## config.mk

```make
export PLATFORM = sky130hd
export DESIGN_NAME = cdb_arbiter
export DESIGN_NICKNAME = d
export VERILOG_FILES = /design/src/rtl/cdb_arbiter_pkg.sv /design/src/rtl/cdb_fifo.sv /design/src/rtl/cdb_arbiter.sv
export SDC_FILE = /design/constraint.sdc
export NUM_CORES = 1
export LEC_CHECK = 0
export ABC_AREA = 1
export CAP_MARGIN = 20
export CORE_UTILIZATION = 35
export CTS_CLUSTER_SIZE = 8
export DETAILED_ROUTE_END_ITERATION = 10
export PLACE_DENSITY = 0.51
export SLEW_MARGIN = 10
export SYNTH_ARGS = -nofsm -noshare
export SYNTH_HDL_FRONTEND = slang
export SYNTH_SLANG_ARGS = --single-unit
export TNS_END_PERCENT = 50
```

## constraint.sdc

```tcl
create_clock -name clk_in -period 6.98 [get_ports clk_in]
set_input_delay 1.396 -clock clk_in [delete_from_list [all_inputs] [get_ports clk_in]]
set_output_delay 1.396 -clock clk_in [all_outputs]
set_load 0.02 [all_outputs]
```

## src/rtl/cdb_arbiter_pkg.sv

```systemverilog
// Shared constants for the CDB arbiter: RoB id width, broadcast port count
// and the default per-requester queue depth.
package cdb_arbiter_pkg;

    localparam int ROB_BITS   = 5;
    localparam int ROB_SIZE   = 1 << ROB_BITS;
    localparam int CDB_PORTS  = 2;
    localparam int CDB_QDEPTH = 2;
    localparam int DATA_W     = 32;

endpackage

```

## src/rtl/cdb_fifo.sv

```systemverilog
// Single-requester result queue holding {RoB id, value} entries. Push, pop
// and flush only take effect on an edge with rdy_in high; flush wins.
module cdb_fifo
    import cdb_arbiter_pkg::*;
#(
    parameter int BITS   = ROB_BITS,
    parameter int QDEPTH = CDB_QDEPTH,
    localparam int AW    = $clog2(QDEPTH),
    localparam int CNT_W = AW + 1
) (
    input  logic              clk_in,
    input  logic              rst_in,
    input  logic              rdy_in,
    input  logic              flush,
    input  logic              push,
    input  logic [BITS-1:0]   push_id,
    input  logic [DATA_W-1:0] push_value,
    input  logic              pop,
    output logic [BITS-1:0]   head_id,
    output logic [DATA_W-1:0] head_value,
    output logic [CNT_W-1:0]  count,
    output logic              full
);

    logic [BITS-1:0]   mem_id    [QDEPTH];
    logic [DATA_W-1:0] mem_value [QDEPTH];
    logic [AW-1:0]     wr_ptr;
    logic [AW-1:0]     rd_ptr;

    // Pointer and occupancy bookkeeping; pointers wrap naturally mod QDEPTH.
    always_ff @(posedge clk_in or posedge rst_in) begin
        // NOTE: non-blocking assignments keep every register sampling pre-edge values.
        if (rst_in) begin
            wr_ptr <= '0;
            rd_ptr <= '0;
            count  <= '0;
        end else if (rdy_in) begin
            if (flush) begin
                wr_ptr <= '0;
                rd_ptr <= '0;
                count  <= '0;
            end else begin
                if (push) wr_ptr <= wr_ptr + 1'b1;
                if (pop)  rd_ptr <= rd_ptr + 1'b1;
                count <= count + CNT_W'(push) - CNT_W'(pop);
            end
        end
    end

    // Entry storage written at the tail.
    always_ff @(posedge clk_in) begin
        // NOTE: storage is not reset; empty slots are never read because count guards them.
        if (rdy_in && !flush && push) begin
            mem_id[wr_ptr]    <= push_id;
            mem_value[wr_ptr] <= push_value;
        end
    end

    assign head_id    = mem_id[rd_ptr];
    assign head_value = mem_value[rd_ptr];
    assign full       = (count == CNT_W'(QDEPTH));

endmodule

```

## src/rtl/cdb_arbiter.sv

```systemverilog
// Shares the two CDB broadcast ports between N_REQ functional units. Each
// requester owns a small queue; up to two heads per cycle are picked
// round-robin and registered onto the CDB ports.
module cdb_arbiter
    import cdb_arbiter_pkg::*;
#(
    parameter int BITS   = ROB_BITS,
    parameter int N_REQ  = 3,
    parameter int QDEPTH = CDB_QDEPTH
) (
    input  logic                    clk_in,
    input  logic                    rst_in,
    input  logic                    rdy_in,
    input  logic                    clear_in,
    input  logic [N_REQ-1:0]        req_valid,
    input  logic [N_REQ*BITS-1:0]   req_id,
    input  logic [N_REQ*DATA_W-1:0] req_value,
    output logic [N_REQ-1:0]        req_ready,
    output logic                    cdb0_rdy,
    output logic [BITS-1:0]         cdb0_id,
    output logic [DATA_W-1:0]       cdb0_value,
    output logic                    cdb1_rdy,
    output logic [BITS-1:0]         cdb1_id,
    output logic [DATA_W-1:0]       cdb1_value
);

    localparam int PTR_W = (N_REQ > 1) ? $clog2(N_REQ) : 1;
    localparam int CNT_W = $clog2(QDEPTH) + 1;

    logic [N_REQ-1:0]  fifo_full;
    logic [N_REQ-1:0]  fifo_empty;
    logic [N_REQ-1:0]  push;
    logic [N_REQ-1:0]  pop;
    logic [CNT_W-1:0]  fifo_count [N_REQ];
    logic [BITS-1:0]   head_id    [N_REQ];
    logic [DATA_W-1:0] head_value [N_REQ];

    logic [PTR_W-1:0]  rr_ptr;
    logic [PTR_W-1:0]  rr_next;
    logic [PTR_W-1:0]  last_idx;
    logic [PTR_W-1:0]  scan_pos;
    int                scan_idx;
    logic              gnt0_vld;
    logic              gnt1_vld;
    logic [PTR_W-1:0]  gnt0_idx;
    logic [PTR_W-1:0]  gnt1_idx;

    // Acceptance depends only on registered occupancy, never on a same-cycle pop.
    assign req_ready = ~fifo_full;
    assign push      = req_valid & req_ready;

    for (genvar r = 0; r < N_REQ; r++) begin : g_fifo
        cdb_fifo #(
            .BITS   (BITS),
            .QDEPTH (QDEPTH)
        ) u_fifo (
            .clk_in     (clk_in),
            .rst_in     (rst_in),
            .rdy_in     (rdy_in),
            .flush      (clear_in),
            .push       (push[r]),
            .push_id    (req_id[r*BITS +: BITS]),
            .push_value (req_value[r*DATA_W +: DATA_W]),
            .pop        (pop[r]),
            .head_id    (head_id[r]),
            .head_value (head_value[r]),
            .count      (fifo_count[r]),
            .full       (fifo_full[r])
        );
        assign fifo_empty[r] = (fifo_count[r] == '0);
    end

    // Two-winner round-robin scan starting at rr_ptr, plus pop and pointer update.
    always_comb begin
        // NOTE: every output gets a default first so no path leaves one unassigned (no latch).
        gnt0_vld = 1'b0;
        gnt1_vld = 1'b0;
        gnt0_idx = '0;
        gnt1_idx = '0;
        scan_idx = 0;
        scan_pos = '0;
        last_idx = rr_ptr;
        rr_next  = rr_ptr;
        pop      = '0;

        for (int k = 0; k < N_REQ; k++) begin
            scan_idx = int'(rr_ptr) + k;
            if (scan_idx >= N_REQ) scan_idx = scan_idx - N_REQ;
            scan_pos = PTR_W'(scan_idx);
            if (!fifo_empty[scan_pos]) begin
                if (!gnt0_vld) begin
                    gnt0_vld = 1'b1;
                    gnt0_idx = scan_pos;
                end else if (!gnt1_vld) begin
                    gnt1_vld = 1'b1;
                    gnt1_idx = scan_pos;
                end
            end
        end

        for (int r = 0; r < N_REQ; r++) begin
            pop[r] = (gnt0_vld && gnt0_idx == PTR_W'(r)) ||
                     (gnt1_vld && gnt1_idx == PTR_W'(r));
        end

        if (gnt1_vld)      last_idx = gnt1_idx;
        else if (gnt0_vld) last_idx = gnt0_idx;

        if (gnt0_vld) begin
            rr_next = (last_idx == PTR_W'(N_REQ - 1)) ? '0 : last_idx + 1'b1;
        end
    end

    // Registered broadcast ports and round-robin pointer; ungranted ports keep id/value.
    always_ff @(posedge clk_in or posedge rst_in) begin
        if (rst_in) begin
            rr_ptr     <= '0;
            cdb0_rdy   <= 1'b0;
            cdb0_id    <= '0;
            cdb0_value <= '0;
            cdb1_rdy   <= 1'b0;
            cdb1_id    <= '0;
            cdb1_value <= '0;
        end else if (rdy_in) begin
            if (clear_in) begin
                rr_ptr   <= '0;
                cdb0_rdy <= 1'b0;
                cdb1_rdy <= 1'b0;
            end else begin
                rr_ptr   <= rr_next;
                cdb0_rdy <= gnt0_vld;
                cdb1_rdy <= gnt1_vld;
                if (gnt0_vld) begin
                    cdb0_id    <= head_id[gnt0_idx];
                    cdb0_value <= head_value[gnt0_idx];
                end
                if (gnt1_vld) begin
                    cdb1_id    <= head_id[gnt1_idx];
                    cdb1_value <= head_value[gnt1_idx];
                end
            end
        end
    end

endmodule

```

Word-level counts from Yosys, hierarchy flattened
Memories as Yosys holds them, arrays and structs flattened.
Index checks and enable logic that the tools add are counted.
{ "word_totals": {"out_inout_bits": 79, "ff_bits": 90, "romBits": 0, "latchBits": 0, "ram_bits": 222, "input_bits": 118, "n_memories": 6} }
{ "classes": {"mul": 0, "reduce_logical": 35, "div_mod_pow": 0, "n_addsub": 18, "shift": 0, "magnitude_cmp": 8, "n_bitwise": 5, "mux": 65, "n_eq_ne": 8} }
{ "memory_table": {"columns": ["name", "depth", "width", "read_ports", "rd_clocked_by_memory_dff", "wr", "line_no", "rtl"], "rows": [
  ["g_fifo[0].u_fifo.mem_value", 2, 32, 1, 0, 1, "cdb_fifo.sv:26", "logic [DATA_W-1:0] mem_value [QDEPTH];"],
  ["g_fifo[1].u_fifo.mem_value", 2, 32, 1, 0, 1, "cdb_fifo.sv:26", null],
  ["g_fifo[2].u_fifo.mem_value", 2, 32, 1, 0, 1, "cdb_fifo.sv:26", null],
  ["g_fifo[0].u_fifo.mem_id", 2, 5, 1, 0, 1, "cdb_fifo.sv:25", "logic [BITS-1:0] mem_id [QDEPTH];"],
  ["g_fifo[1].u_fifo.mem_id", 2, 5, 1, 0, 1, "cdb_fifo.sv:25", null],
  ["g_fifo[2].u_fifo.mem_id", 2, 5, 1, 0, 1, "cdb_fifo.sv:25", null]
]} }
{ "op_table": {"columns": ["operator", "n"], "rows": [
  ["32-bit binary-select mux with 2-bit select", 2],
  ["32-bit 2-to-1 mux", 4],
  ["2-bit 2-to-1 mux", 21],
  ["1-bit 2-to-1 mux", 29],
  ["5-bit binary-select mux with 2-bit select", 2],
  ["5-bit 2-to-1 mux", 4],
  ["2-bit AND reduction", 7],
  ["2-bit nonzero test", 7],
  ["2-bit equality test, second input constant", 6],
  ["1-bit logical AND", 10],
  ["2-bit logical NOT", 5],
  ["2-bit by 3-bit less-than comparator with 1-bit output, second input constant", 3],
  ["1-bit adder, second input constant", 6],
  ["2-bit by 1-bit adder with 2-bit output", 3],
  ["1-bit binary-select mux with 2-bit select", 3],
  ["3-bit by 2-bit >= comparator with 1-bit output, second input constant", 2],
  ["3-bit >= comparator, second input constant", 2],
  ["2-bit NOT with 3-bit output", 2],
  ["3-bit AND reduction", 2],
  ["2-bit by 1-bit subtractor with 2-bit output", 3],
  ["2-bit subtractor, second input constant", 3],
  ["2-bit by 1-bit equality test with 1-bit output, second input constant", 2],
  ["2-bit by 1-bit adder with 3-bit output, second input constant", 1],
  ["2-bit by 2-bit adder with 3-bit output, second input constant", 1],
  ["other kinds (7)", 9]
]} }

Logic depth before layout (Yosys ltp)
{ "logic_depth": {"word_depth": 15, "mapped_depth": 20, "depth_no_buf": 20} }

By module
Synthesis repeated with hierarchy kept, for this count alone.
{ "hier_totals": {"cells_unflattened": 1568, "area_unflattened_um2": 14510.2} }
{ "modules_own_cells": {"columns": ["module", "cells_each", "area_each_um2", "n_inst"], "rows": [
  ["cdb_fifo", 230, 2966.6, 3],
  ["cdb_arbiter", 878, 5610.4, 1]
]} }

Least setup slack after synthesis
Ideal clock, no wire load.
{ "synth_path": {"path_type": "input port to flip-flop", "start": "input req_valid[0]", "end": "memory g_fifo[0].u_fifo.mem_id[0][0] (netlist name) (enable)", "path_buffers": 0, "setup_time_ps": 433, "path_stages": 3, "path_slack_ps": 3176, "arrival_ps": 3372, "cell_sequence": "a21boi_0 -> nand2_1 -> nor2_1"} }
{ "synth_between": {"elab_chain_cells": 4} }
{ "synth_lines": {"columns": ["item", "line_no", "rtl"], "rows": [
  ["from (decl)", "cdb_arbiter.sv:15", "input logic [N_REQ-1:0] req_valid,"],
  ["3-bit bitwise AND", "cdb_arbiter.sv:50", "assign push = req_valid & req_ready;"],
  ["1-bit logical AND", "cdb_fifo.sv:53", "if (rdy_in && !flush && push) begin"],
  ["1-bit 2-to-1 mux", "cdb_fifo.sv:53", null],
  ["1-bit 2-to-1 mux (implied by the code)", "cdb_fifo.sv:54", "mem_id[wr_ptr] <= push_id;"],
  ["to (decl)", "cdb_fifo.sv:25", null]
]} }
Every way passes these cells.

Final worst setup path
{ "layout_path": {"start": "input rdy_in", "end": "register cdb0_value[12]"} }
{ "layout_between": {"elab_chain_cells": 1} }
{ "layout_lines": {"columns": ["item", "line_no", "rtl"], "rows": [
  ["from (decl)", "cdb_arbiter.sv:13", "input logic rdy_in,"],
  ["3-bit AND reduction (no source line)", null, null],
  ["to (signal assigned)", "cdb_arbiter.sv:135", "cdb0_value <= head_value[gnt0_idx];"],
  ["to (decl)", "cdb_arbiter.sv:21", "output logic [DATA_W-1:0] cdb0_value,"]
]} }
Every way passes these cells.
A chain may end at the register's enable or synchronous reset.

==> summary.txt <==
Per-instance average area after synthesis -> 10.5 sq um
Category of the critical setup timing path -> input port to register
Final Max Tran Viols -> 0
Maximum ir drop on the vdd rail -> 540 uV
Primary FF master, synth -> edfxtp_1
Mean routed wirelength per cell -> 19.3 microns
Setup bufs post-CTS -> 0
Max frequency -> 236 MHz
Initial antenna violation count -> 0
Relative slew margins -> 0.249
DP Worst Slack -> 2.23 ns
Total chip power -> 9.24 mW
Max Buffers Root-to-Sink -> 3
Worst EP required -> 7.38 ns
Unrepaired setup endpoints after global routing -> false
Remaining global-route overflow -> 0
Worst slew pin tran -> 1.12 ns
Initial DRC Count -> 690
Category of the worst setup path capture point -> register
Leading cell types by total area after synthesis -> edfxtp_1 49%, dfrtp_1 17%, nand2_1 8.3%, nor2_1 5.7%, mux2i_1 4.0%
Clock Skews -> 0.0232 ns
Number of antenna-violating nets in the routed design -> 0
Net count after synthesis -> 1422
Number of cell rows -> 71
Initial cell density of the core -> 0.359
Number of warnings issued by yosys -> 0
Count of input and output buffers -> 196
Clock edge transition at the registers on the reported setup and hold paths -> 0.05 ns
# nets final -> 1618
TritonCTS clock tree -> yes
Post-Synthesis Cells -> 1296
Hold slack -> 0.527 ns
Clock root cell -> clkbuf_16
Aggregate global-route resource usage -> 0.201
Number of enable-type register cells in the synthesized netlist -> 222
Chip width -> 199 microns
Proportion of netlist area held by the largest area contributor -> 0.490
Vertical die dimension -> 199 microns
Number of sinks on the clock net -> 312
Fraction of synthesis flops using an asynchronous set or reset pin -> 0.288
Count of filler cells inserted in the layout -> 3610
Crit Path Max Fanout -> 57
Flip-flop and latch count after synthesis -> 312
Run status -> completed
Setup tns final -> 0 ns
Clock Latency Late Sink -> 0.54 ns
Most area-hungry cell type in the Yosys netlist -> edfxtp_1
Diode insertion count for antenna repair -> 0
Fraction of final layout cells sized beyond drive strength 1 -> 0.0733
Sequential fraction of the synthesis area -> 0.656
Syn-to-layout area delta -> 28.1%
CP cell instances -> clkdlybuf4s50_1, nand2_1, clkinv_1, nand2_1, inv_2, o21ai_1, nor2_1, nor2_1
Ports placed on the boundary -> 197
Final count of hold timing violations -> 0
Number of distinct library cells after synthesis -> 36
Critical path's top delay family -> buffers and inverters
Vias per inst -> 4.81
CP peak stage delay -> 0.99 ns
Type of the most critical hold path -> register to register
H-Tree Level Count -> 2
CP Data Arrival Time -> 4.64 ns
Number of optimization iterations in the first detailed-route pass -> 5
Clock buffer count from CTS -> 45
Number of global-route vias before repair -> 9454
CP startpoint kind -> input port
Max-Cap Viols -> 0
Number of instances resized during post-cts repair -> 0
Leakage -> 6.91 nW
DIE AREA -> 39700 sq um
Maximum number of pins on one net before global-route repair -> 58
Smallest setup slack after layout -> 2.74 ns
Final Wtd Congestion -> 0.835
Number of hold buffers added after CTS -> 0
DR vias -> 9806
WL final -> 39500 microns
Final Cycle Share -> 0.607
Post-detailed-placement half-perimeter wirelength -> 26800 microns
Number of buffer and inverter stages on the critical path -> 3
Pwr dens -> 530 nW/um^2
DRC -> 0
Core outline area -> 37900 sq um
Count of endpoints failing setup in the final report -> 0
Slowest stage cell, crit path -> inv_2
Post-Syn Area -> 13600 sq um
First-pass GRT wire length -> 58100 microns
Shortest clock period the worst path allows after layout -> 4.24 ns
==> where the power goes <==
part | leakage, nW | internal (mW) | switching, mW | total, mW
clock | 0.619 | 1.23 | 0.777 | 2.01
combinational | 3.24 | 1.50 | 3.15 | 4.65
sequential | 3.05 | 2.32 | 0.262 | 2.58
total | 6.91 | 5.05 | 4.19 | 9.24
==> cell families (layout without fill, tap and decap cells) <==
logic type               Yosys count  in the layout  synth area share
buffers and inverters            157            389            0.0494
adder cells (fa/ha/maj)            8              8           0.00736
AND/OR/NAND/NOR                  587            587             0.177
XOR/XNOR                           3              3           0.00193
multiplexers                      57             57            0.0422
AO/OA/AOI/OAI                    172            172            0.0664
flip-flops                       312            312             0.656
==> through the flow <==
step / utilization / instance area [sq um] / std cells
floorplan: - / 13600 / 1296
global placement: 0.422 / 16000 / 1952
detailed placement: 0.425 / 16100 / 1956
CTS: 0.459 / 17400 / 2039
global route: 0.459 / 17400 / 2039
finish: 0.459 / 17400 / 2039
==> worst paths after layout <==
kind	slack, ns	from	cells past startpoint	to
max in group asynchronous	4.57	rst_in	3	cdb0_value[13]
max	2.74	rdy_in	8	cdb0_value[12]
min	0.53	cdb1_value[4]	2	cdb1_value[4]
min in group asynchronous	1.36	rst_in	2	g_fifo[0].u_fifo.count[0]
max reg2reg	3.29	rr_ptr[0]	15	cdb1_value[6]
min reg2reg	0.53	cdb1_value[4]	2	cdb1_value[4]
==> cell usage in the layout, fill, tap and decap left out, types with 2 or more instances in the layout <==
cell / netlist / routed
o21ai_0: 45 / 45
edfxtp_1: 222 / 222
inv_1: 91 / 89
a21oi_1: 94 / 93
nor2_2: 6 / 6
mux2i_1: 54 / 54
nand2_2: 8 / 8
nand3_2: 2 / 2
nor2_4: 4 / 10
nand2_4: 5 / 5
dfrtp_1: 90 / 87
mux2_2: 3 / 3
nand3b_1: 4 / 4
nand3_1: 47 / 47
xnor2_1: 2 / 2
clkbuf_1: 30 / 35
a21oi_4: 1 / 2
a21boi_0: 3 / 3
nor2_1: 207 / 201
clkbuf_16: 0 / 46
o21ai_1: 19 / 19
clkdlybuf4s50_1: 0 / 196
ha_1: 8 / 8
buf_12: 0 / 2
nand2_1: 302 / 302
a31o_2: 3 / 3
inv_2: 6 / 7
o22ai_1: 3 / 3
a31oi_1: 2 / 2
buf_4: 3 / 8
buf_16: 0 / 2
dfrtp_2: 0 / 3
==> synthesized netlist by cell type, types with 5 or more instances <==
cell and count:
a21oi_1 94, buf_2 15, buf_6 7, clkbuf_1 30, dfrtp_1 90, edfxtp_1 222
ha_1 8, inv_1 91, inv_2 6, mux2i_1 54, nand2_1 302, nand2_2 8
nand2_4 5, nand3_1 47, nor2_1 207, nor2_2 6, o21ai_0 45, o21ai_1 19
==> layer usage <==
| layer | wire length, microns | global-route usage | up-vias |
|---|---|---|---|
| li1 | - | - | 4714 |
| met1 | 16500 | 0.255 | 4724 |
| met2 | 19200 | 0.338 | 303 |
| met3 | 2600 | 0.0434 | 65 |
| met4 | 1180 | 0.0672 | 0 |
| met5 | 0 | 0 | - |
==> layout make-up <==
cell class                 instances  area [sq um]  share of cell area
sequential                       312          8920               0.512
multi-input combinational        827          4070               0.234
timing repair buffer             208          2120               0.121
clock buffer                      81          1280              0.0736
tap                              511           639              0.0367
inverter                          98           370              0.0213
clock inverter                     2          25.0             0.00144
==> tightest hold or removal path, cell delays in order, from the launching register on <==
cell     delay [ns]
dfrtp_1        0.37
nand2_1        0.07
nand2_1        0.06
==> state kept, by name, indices dropped and copies added, names as in the netlist <==
name	cells
cdb0_id	5
cdb0_rdy	1
cdb0_value	32
cdb1_id	5
cdb1_rdy	1
cdb1_value	32
g_fifo.u_fifo.count	6
g_fifo.u_fifo.mem_id	30
g_fifo.u_fifo.mem_value	192
g_fifo.u_fifo.rd_ptr	3
g_fifo.u_fifo.wr_ptr	3
rr_ptr	2
Power figures use the tool's default switching activity.
